### config.mk
export PLATFORM = sky130hd
export DESIGN_NAME = seq_div12
export DESIGN_NICKNAME = d
export VERILOG_FILES = /design/src/rtl/seq_div12.sv
export SDC_FILE = /design/constraint.sdc
export NUM_CORES = 1
export LEC_CHECK = 0
export BUFFER_PORTS_ARGS = -buffer_cell sky130_fd_sc_hd__buf_2
export CAP_MARGIN = 10
export CORE_UTILIZATION = 49
export CTS_CLUSTER_SIZE = 16
export DETAILED_ROUTE_END_ITERATION = 16
export GPL_TIMING_DRIVEN = 0
export HOLD_SLACK_MARGIN = 0.12
export PLACE_DENSITY = 0.84
export SLEW_MARGIN = 20
export SYNTH_ARGS = -nofsm -noshare
export SYNTH_HDL_FRONTEND = slang
export SYNTH_SLANG_ARGS = --single-unit
### constraint.sdc
create_clock -name clk -period 2.25 [get_ports clk]
set_input_delay 0.225 -clock clk [delete_from_list [all_inputs] [get_ports clk]]
set_output_delay 0.225 -clock clk [all_outputs]
set_load 0.01 [all_outputs]
### src/rtl/seq_div12.sv
// Sequential restoring divider: 2*WIDTH-bit dividend / WIDTH-bit divisor, one quotient
// bit per clock, START/DONE handshake. Companion to the 6x6 Dadda multiplier.
module seq_div12 #(
    parameter int WIDTH = 6
) (
    input  logic                 clk,
    input  logic                 rst_n,
    input  logic                 start,
    input  logic [2*WIDTH-1:0]   dividend,
    input  logic [WIDTH-1:0]     divisor,
    output logic                 busy,
    output logic                 done,
    output logic [2*WIDTH-1:0]   quot,
    output logic [WIDTH-1:0]     rem,
    output logic                 div0
);

    localparam int DW = 2 * WIDTH;
    localparam int CW = $clog2(DW);
    localparam logic [CW-1:0] LAST_STEP = CW'(DW - 1);

    typedef enum logic [1:0] {
        IDLE,
        CALC,
        FIN
    } state_t;

    state_t             state_reg, state_next;
    logic [CW-1:0]      count_reg, count_next;
    // Dividend bits shift out of the MSB while quotient bits shift in at the LSB.
    logic [DW-1:0]      shift_reg, shift_next;
    logic [WIDTH-1:0]   dvs_reg, dvs_next;
    logic [WIDTH-1:0]   prem_reg, prem_next;
    logic               zero_reg, zero_next;
    logic [DW-1:0]      quot_reg, quot_next;
    logic [WIDTH-1:0]   rem_reg, rem_next;
    logic               div0_reg, div0_next;

    logic [WIDTH:0]     partial;
    logic               q_bit;
    logic [WIDTH-1:0]   step_rem;

    // One restoring step on the current working registers.
    always_comb begin
        partial  = {prem_reg, shift_reg[DW-1]};
        q_bit    = (partial >= {1'b0, dvs_reg});
        step_rem = q_bit ? WIDTH'(partial - {1'b0, dvs_reg}) : partial[WIDTH-1:0];
    end

    always_comb begin
        state_next = state_reg;
        count_next = count_reg;
        shift_next = shift_reg;
        dvs_next   = dvs_reg;
        prem_next  = prem_reg;
        zero_next  = zero_reg;
        quot_next  = quot_reg;
        rem_next   = rem_reg;
        div0_next  = div0_reg;

        case (state_reg)
            IDLE: begin
                if (start) begin
                    shift_next = dividend;
                    dvs_next   = divisor;
                    prem_next  = '0;
                    count_next = '0;
                    zero_next  = (divisor == '0);
                    if (divisor != '0) begin
                        div0_next = 1'b0;
                    end
                    state_next = CALC;
                end
            end
            CALC: begin
                if (zero_reg) begin
                    quot_next  = '1;
                    rem_next   = '0;
                    div0_next  = 1'b1;
                    state_next = FIN;
                end else begin
                    shift_next = {shift_reg[DW-2:0], q_bit};
                    prem_next  = step_rem;
                    count_next = count_reg + CW'(1);
                    if (count_reg == LAST_STEP) begin
                        quot_next  = {shift_reg[DW-2:0], q_bit};
                        rem_next   = step_rem;
                        count_next = '0;
                        state_next = FIN;
                    end
                end
            end
            FIN: begin
                state_next = IDLE;
            end
            default: begin
                state_next = IDLE;
            end
        endcase
    end

    always_ff @(posedge clk or negedge rst_n) begin
        if (!rst_n) begin
            state_reg <= IDLE;
            count_reg <= '0;
            shift_reg <= '0;
            dvs_reg   <= '0;
            prem_reg  <= '0;
            zero_reg  <= 1'b0;
            quot_reg  <= '0;
            rem_reg   <= '0;
            div0_reg  <= 1'b0;
        end else begin
            state_reg <= state_next;
            count_reg <= count_next;
            shift_reg <= shift_next;
            dvs_reg   <= dvs_next;
            prem_reg  <= prem_next;
            zero_reg  <= zero_next;
            quot_reg  <= quot_next;
            rem_reg   <= rem_next;
            div0_reg  <= div0_next;
        end
    end

    assign busy = (state_reg != IDLE);
    assign done = (state_reg == FIN);
    assign quot = quot_reg;
    assign rem  = rem_reg;
    assign div0 = div0_reg;

endmodule

Word-level counts from Yosys, hierarchy flattened
Cells that the tools add are included.

word-level totals
  register bits = 50
  latch bits = 0
  memory bits (writable) = 0
  bits in read-only memories = 0
  output and inout port bits = 21
  word-level logic and storage cells = 54
  memories = 0

operators by class
  add/subtract/negate cells = 2
  multipliers = 0
  div/mod/pow operators = 0
  order comparisons = 1
  equal/unequal tests = 8
  shifts and indexed selects = 0
  muxes and demuxes = 23
  bitwise logic cells = 0
  reduce and logical (&&, ||, !) cells = 11

operator list
  cell                                                                   count
  12-bit two-way mux                                                     4
  6-bit two-way mux                                                      5
  12-bit one-hot mux with 2 select lines                                 1
  4-bit two-way mux                                                      3
  6-bit one-hot mux with 2 select lines                                  1
  2-bit inequality test, second input constant                           4
  4-bit one-hot mux with 2 select lines                                  1
  7-bit by 6-bit >= comparator with 1-bit output                         1
  6-bit logical NOT                                                      1
  2-bit two-way mux                                                      3
  2-bit AND reduction                                                    3
  2-bit nonzero test                                                     3
  6-bit nonzero test                                                     1
  6-bit subtractor                                                       1
  4-bit by 1-bit adder with 4-bit output, second input constant          1
  4-bit equality test, second input constant                             1
  2-bit one-hot mux with 2 select lines                                  1
  4-bit AND reduction                                                    1
  1-bit two-way mux                                                      3
  3-bit inequality test, second input constant                           1
  3-bit AND reduction                                                    1
  2-bit by 1-bit equality test with 1-bit output, second input constant  1
  2-bit equality test, second input constant                             1
  2-bit logical NOT                                                      1
  1-bit one-hot mux with 2 select lines                                  1

Depth between registers and ports, before layout
  depth in word-level cells = 4
  mapped depth = 9
  depth with buffers taken out = 9

Worst setup path before layout
Ideal clock, no wire load.

  kind = register to register
  start = reg prem_reg[4]
  end = reg prem_reg[0]
  arrival = 2.024 ns
  required time = 2.184 ns
  setup slack = 0.160 ns
  stages on the path, launching flop included = 7
  path buffers = 0
  cells stage by stage = dfrtp_1 -> ha_1 -> a211o_1 -> a41o_1 -> o31ai_4 -> mux2i_1 -> a22o_1

between the ends
  word-level cells in the longest chain between the ends = 4

ends and longest elaborated chain
  what                                            line  source
  start: declaration                              33    logic [WIDTH-1:0] prem_reg, prem_next;
  start signal: assignment                        118   prem_reg <= prem_next;
  7-bit by 6-bit >= comparator with 1-bit output  46    q_bit = (partial >= {1'b0, dvs_reg});
  6-bit two-way mux                               47    step_rem = q_bit ? WIDTH'(partial - {1'b0, dvs_reg}) : partial[WIDTH-1:0];
  6-bit two-way mux                               76    if (zero_reg) begin
  6-bit one-hot mux with 2 select lines           61    case (state_reg)

Every way passes these cells. The select of a mux whose other input is x is not followed.
A chain may end at the register's enable or synchronous reset.

Final worst setup path
  start = reg dvs_reg[5]
  end = reg prem_reg[4]

between the ends
  word-level cells in the longest chain between the ends = 4

ends and longest elaborated chain
  what                                            line  source
  start: declaration                              32    logic [WIDTH-1:0] dvs_reg, dvs_next;
  start signal: assignment                        117   dvs_reg <= dvs_next;
  7-bit by 6-bit >= comparator with 1-bit output  46
  6-bit two-way mux                               47
  6-bit two-way mux                               76
  6-bit one-hot mux with 2 select lines           61

Every way passes these cells. The select of a mux whose other input is x is not followed.

==> flow_summary.yaml <==
outcome:
  outcome: "complete, no violations"
sta:
  fin_crit_sh_pct: 95.0
  drv_slew: 0
  slew_headroom_pct: 44.2
  worst_slew_pin_slew_ns: 0.837
  final.min_clock_period_ns: 2.14
  rsz0062_at_grt: "no"
  hold_viol: 0
  fmax_ghz: 0.468
  fin_skew_ns: 0.00701
  setup_viol: 0
logic_synthesis:
  yosysWarnings: 0
  synthesis.area_um2: 2390
  synth_top_family_by_area: "simple AND/OR/NAND/NOR gates"
  synth_mux_area_share_pct: 8.75
  syn_inst: 234
  synth_ff_type: "dfrtp_1"
  synthAdderAreaFrac_pct: 5.03
  syn_avg_cell_area_um2: 10.2
  synth-simple-area-share_pct: 14.8
  synth_xor_area_share_pct: 1.47
  ys_seq_area_share_pct: 52.4
  async_flop_share_pct: 100
  yosys.area.top_type: "dfrtp_1"
  synth-seq-cells: 50
  synth_area_leaders: "dfrtp_1, nand2_1, mux2i_1, ha_1, mux2_2"
  ys_types: 36
  synth_top_area_share_pct: 52.4
  synth_compound_area_share_pct: 14.7
  syn-num-nets: 264
  synth_edf_count: 0
floorplanning:
  die_area_um2: 5160
  rows: 25
  die_h_um: 71.8
  dieWidth_um: 71.8
  core-area_um2: 4690
  io_pins: 42
  start_util_pct: 50.9
cts:
  tritoncts: "built"
  clkLatencyLatePin_ns: 0.30
  cts-root-buf: "clkbuf_8"
  cts.path.max_buffers: 2
  cts_sinks: 50
  clkTransAtPathRegs_ns: 0.08
  cts_made_buffers: 5
  htreeDepth: 2
setup_path:
  cp_slowest_stage_delay_ns: 0.38
  crit_slowest_cell: "dfrtp_1"
  required_ns: 2.43
  critPathMaxFanout: 4
  crit_path_cell_trace: "inv_1 -> ha_4 -> a211o_1 -> a41o_1 -> o31ai_4 -> buf_6 -> mux2i_4 -> o21ai_0"
  end_kind: "flip-flop"
  start_kind: "flip-flop"
  path_class: "flip-flop to flip-flop"
  critPathArrivalTime_ns: 2.31
global_route:
  antenna_found_initial: 0
  grt_max_degree: 51
  grt_usage_pct: 21.4
  first_global_vias: 1835
  grt_pass1_wl_um: 8460
  grt_overflow: 0
routing:
  drt_iter0_drc: 122
  drcViolationCount: 0
  via_per_inst: 5.74
  dr_total_vias: 1974
  dr.pass1.iters: 6
  final_antenna_net_count: 0
  wirelength_um: 5310
  wl_per_cell_um: 15.4
pwr:
  cellPowerDensity_nw_per_um2: 1780
  p_leak_nw: 1.41
  max-vdd-ir-drop_mv: 1.11
  total_power_mw: 5.14
placed_design:
  dpl.hpwl_um: 3660
  gp_congestion: 0.868
  numPortBuffers: 41
final_layout:
  nNetsFinal: 320
  fillers: 391
  antenna_cells: 0
  layout-drive-gt1-share_pct: 25.9
  area_delta_synth_final_pct: 20.7
  fin_util_pct: 61.4
  final_cell_mix: "nand2_1, dfrtp_1, buf_2"
hold_path:
  hp-class: "input pin to flip-flop"
job:
  cap_violations: 0
[routing by layer]
metal / track usage (%) / part of all wire (%)
met2: 33.6 / 49
met3: 4.64 / 5.6
met4: 6.10 / 1.3
met5: 0 / 0
met1: 30.1 / 44
[final timing paths]
path,start,to,slack [ns],cells after the start
max in group asynchronous,rst_n,count_reg[1],1.36,2
min in group asynchronous,rst_n,quot[4],0.48,2
min,start,count_reg[2],0.14,2
min reg2reg,rem[1],rem[1],0.48,2
max,dvs_reg[5],prem_reg[4],0.11,8
max reg2reg,dvs_reg[5],prem_reg[4],0.11,8
[report_power, final]
group	total, mW	switching [mW]	internal [mW]	leakage (nW)
combinational	2.86	1.49	1.37	0.768
sequential	1.65	0.321	1.33	0.580
clock	0.632	0.276	0.356	0.0573
[synthesized netlist by cell type, types with 3 or more instances]
cell	number
nor2_1	17
nand2_1	50
mux2i_1	13
mux2_2	7
a31oi_1	11
a21oi_1	7
nor3_1	3
ha_1	8
inv_1	10
dfrtp_1	50
clkbuf_1	5
o21ai_0	15
o22a_1	5
[cell type report]
type                       instances  area [um2]  share of cell area [%]
multi-input combinational        167        1110                    38.4
clock inverter                     1        30.0                    1.04
buffer                             7        28.8                   0.999
sequential                        50        1250                    43.4
clock buffer                       6        82.6                    2.87
tap                               54        67.6                    2.34
inverter                          10        37.5                    1.30
timing repair buffer              49         278                    9.64
[repair_timing]
action / CTS / global route
hold buffers: 0 / 1
setup endpoints to repair: 12 / 11
endpoints found under the hold margin: 0 / 50
gates cloned: 0 / 0
pin swaps: 1 / 1
buffers inserted: 4 / 3
resized for setup: 1 / 7
[logic make-up (layout without fill, tap and decap cells)]
logic type	after synthesis	after routing
mux	20	20
xor+xnor	4	4
fa+ha+maj	9	9
simple gates	82	82
flops	50	50
buf+inv	17	73
compound gates	52	52
[stage by stage]
stage	worst slack (ns)	hold slack (ns)	setup TNS, ns	std cells	area, um2
2_1_floorplan	0.160	-0.0706	0	234	2390
3_3_place_gp	-0.0681	0.434	-0.362	329	2660
3_5_place_dp	-0.123	0.455	-1.05	329	2660
4_1_cts	0.00474	0.128	0	340	2810
5_1_grt	0.00190	0.132	0	344	2880
6_report	0.113	0.141	0	344	2880
[critical path, delay by kind of cell, from the launching register on]
family          cells  cell delay, ns
mux                 1            0.25
buf+inv             2            0.27
fa+ha+maj           1            0.22
flops               1            0.38
compound gates      4            0.88
(Power assumes the default switching activity.)
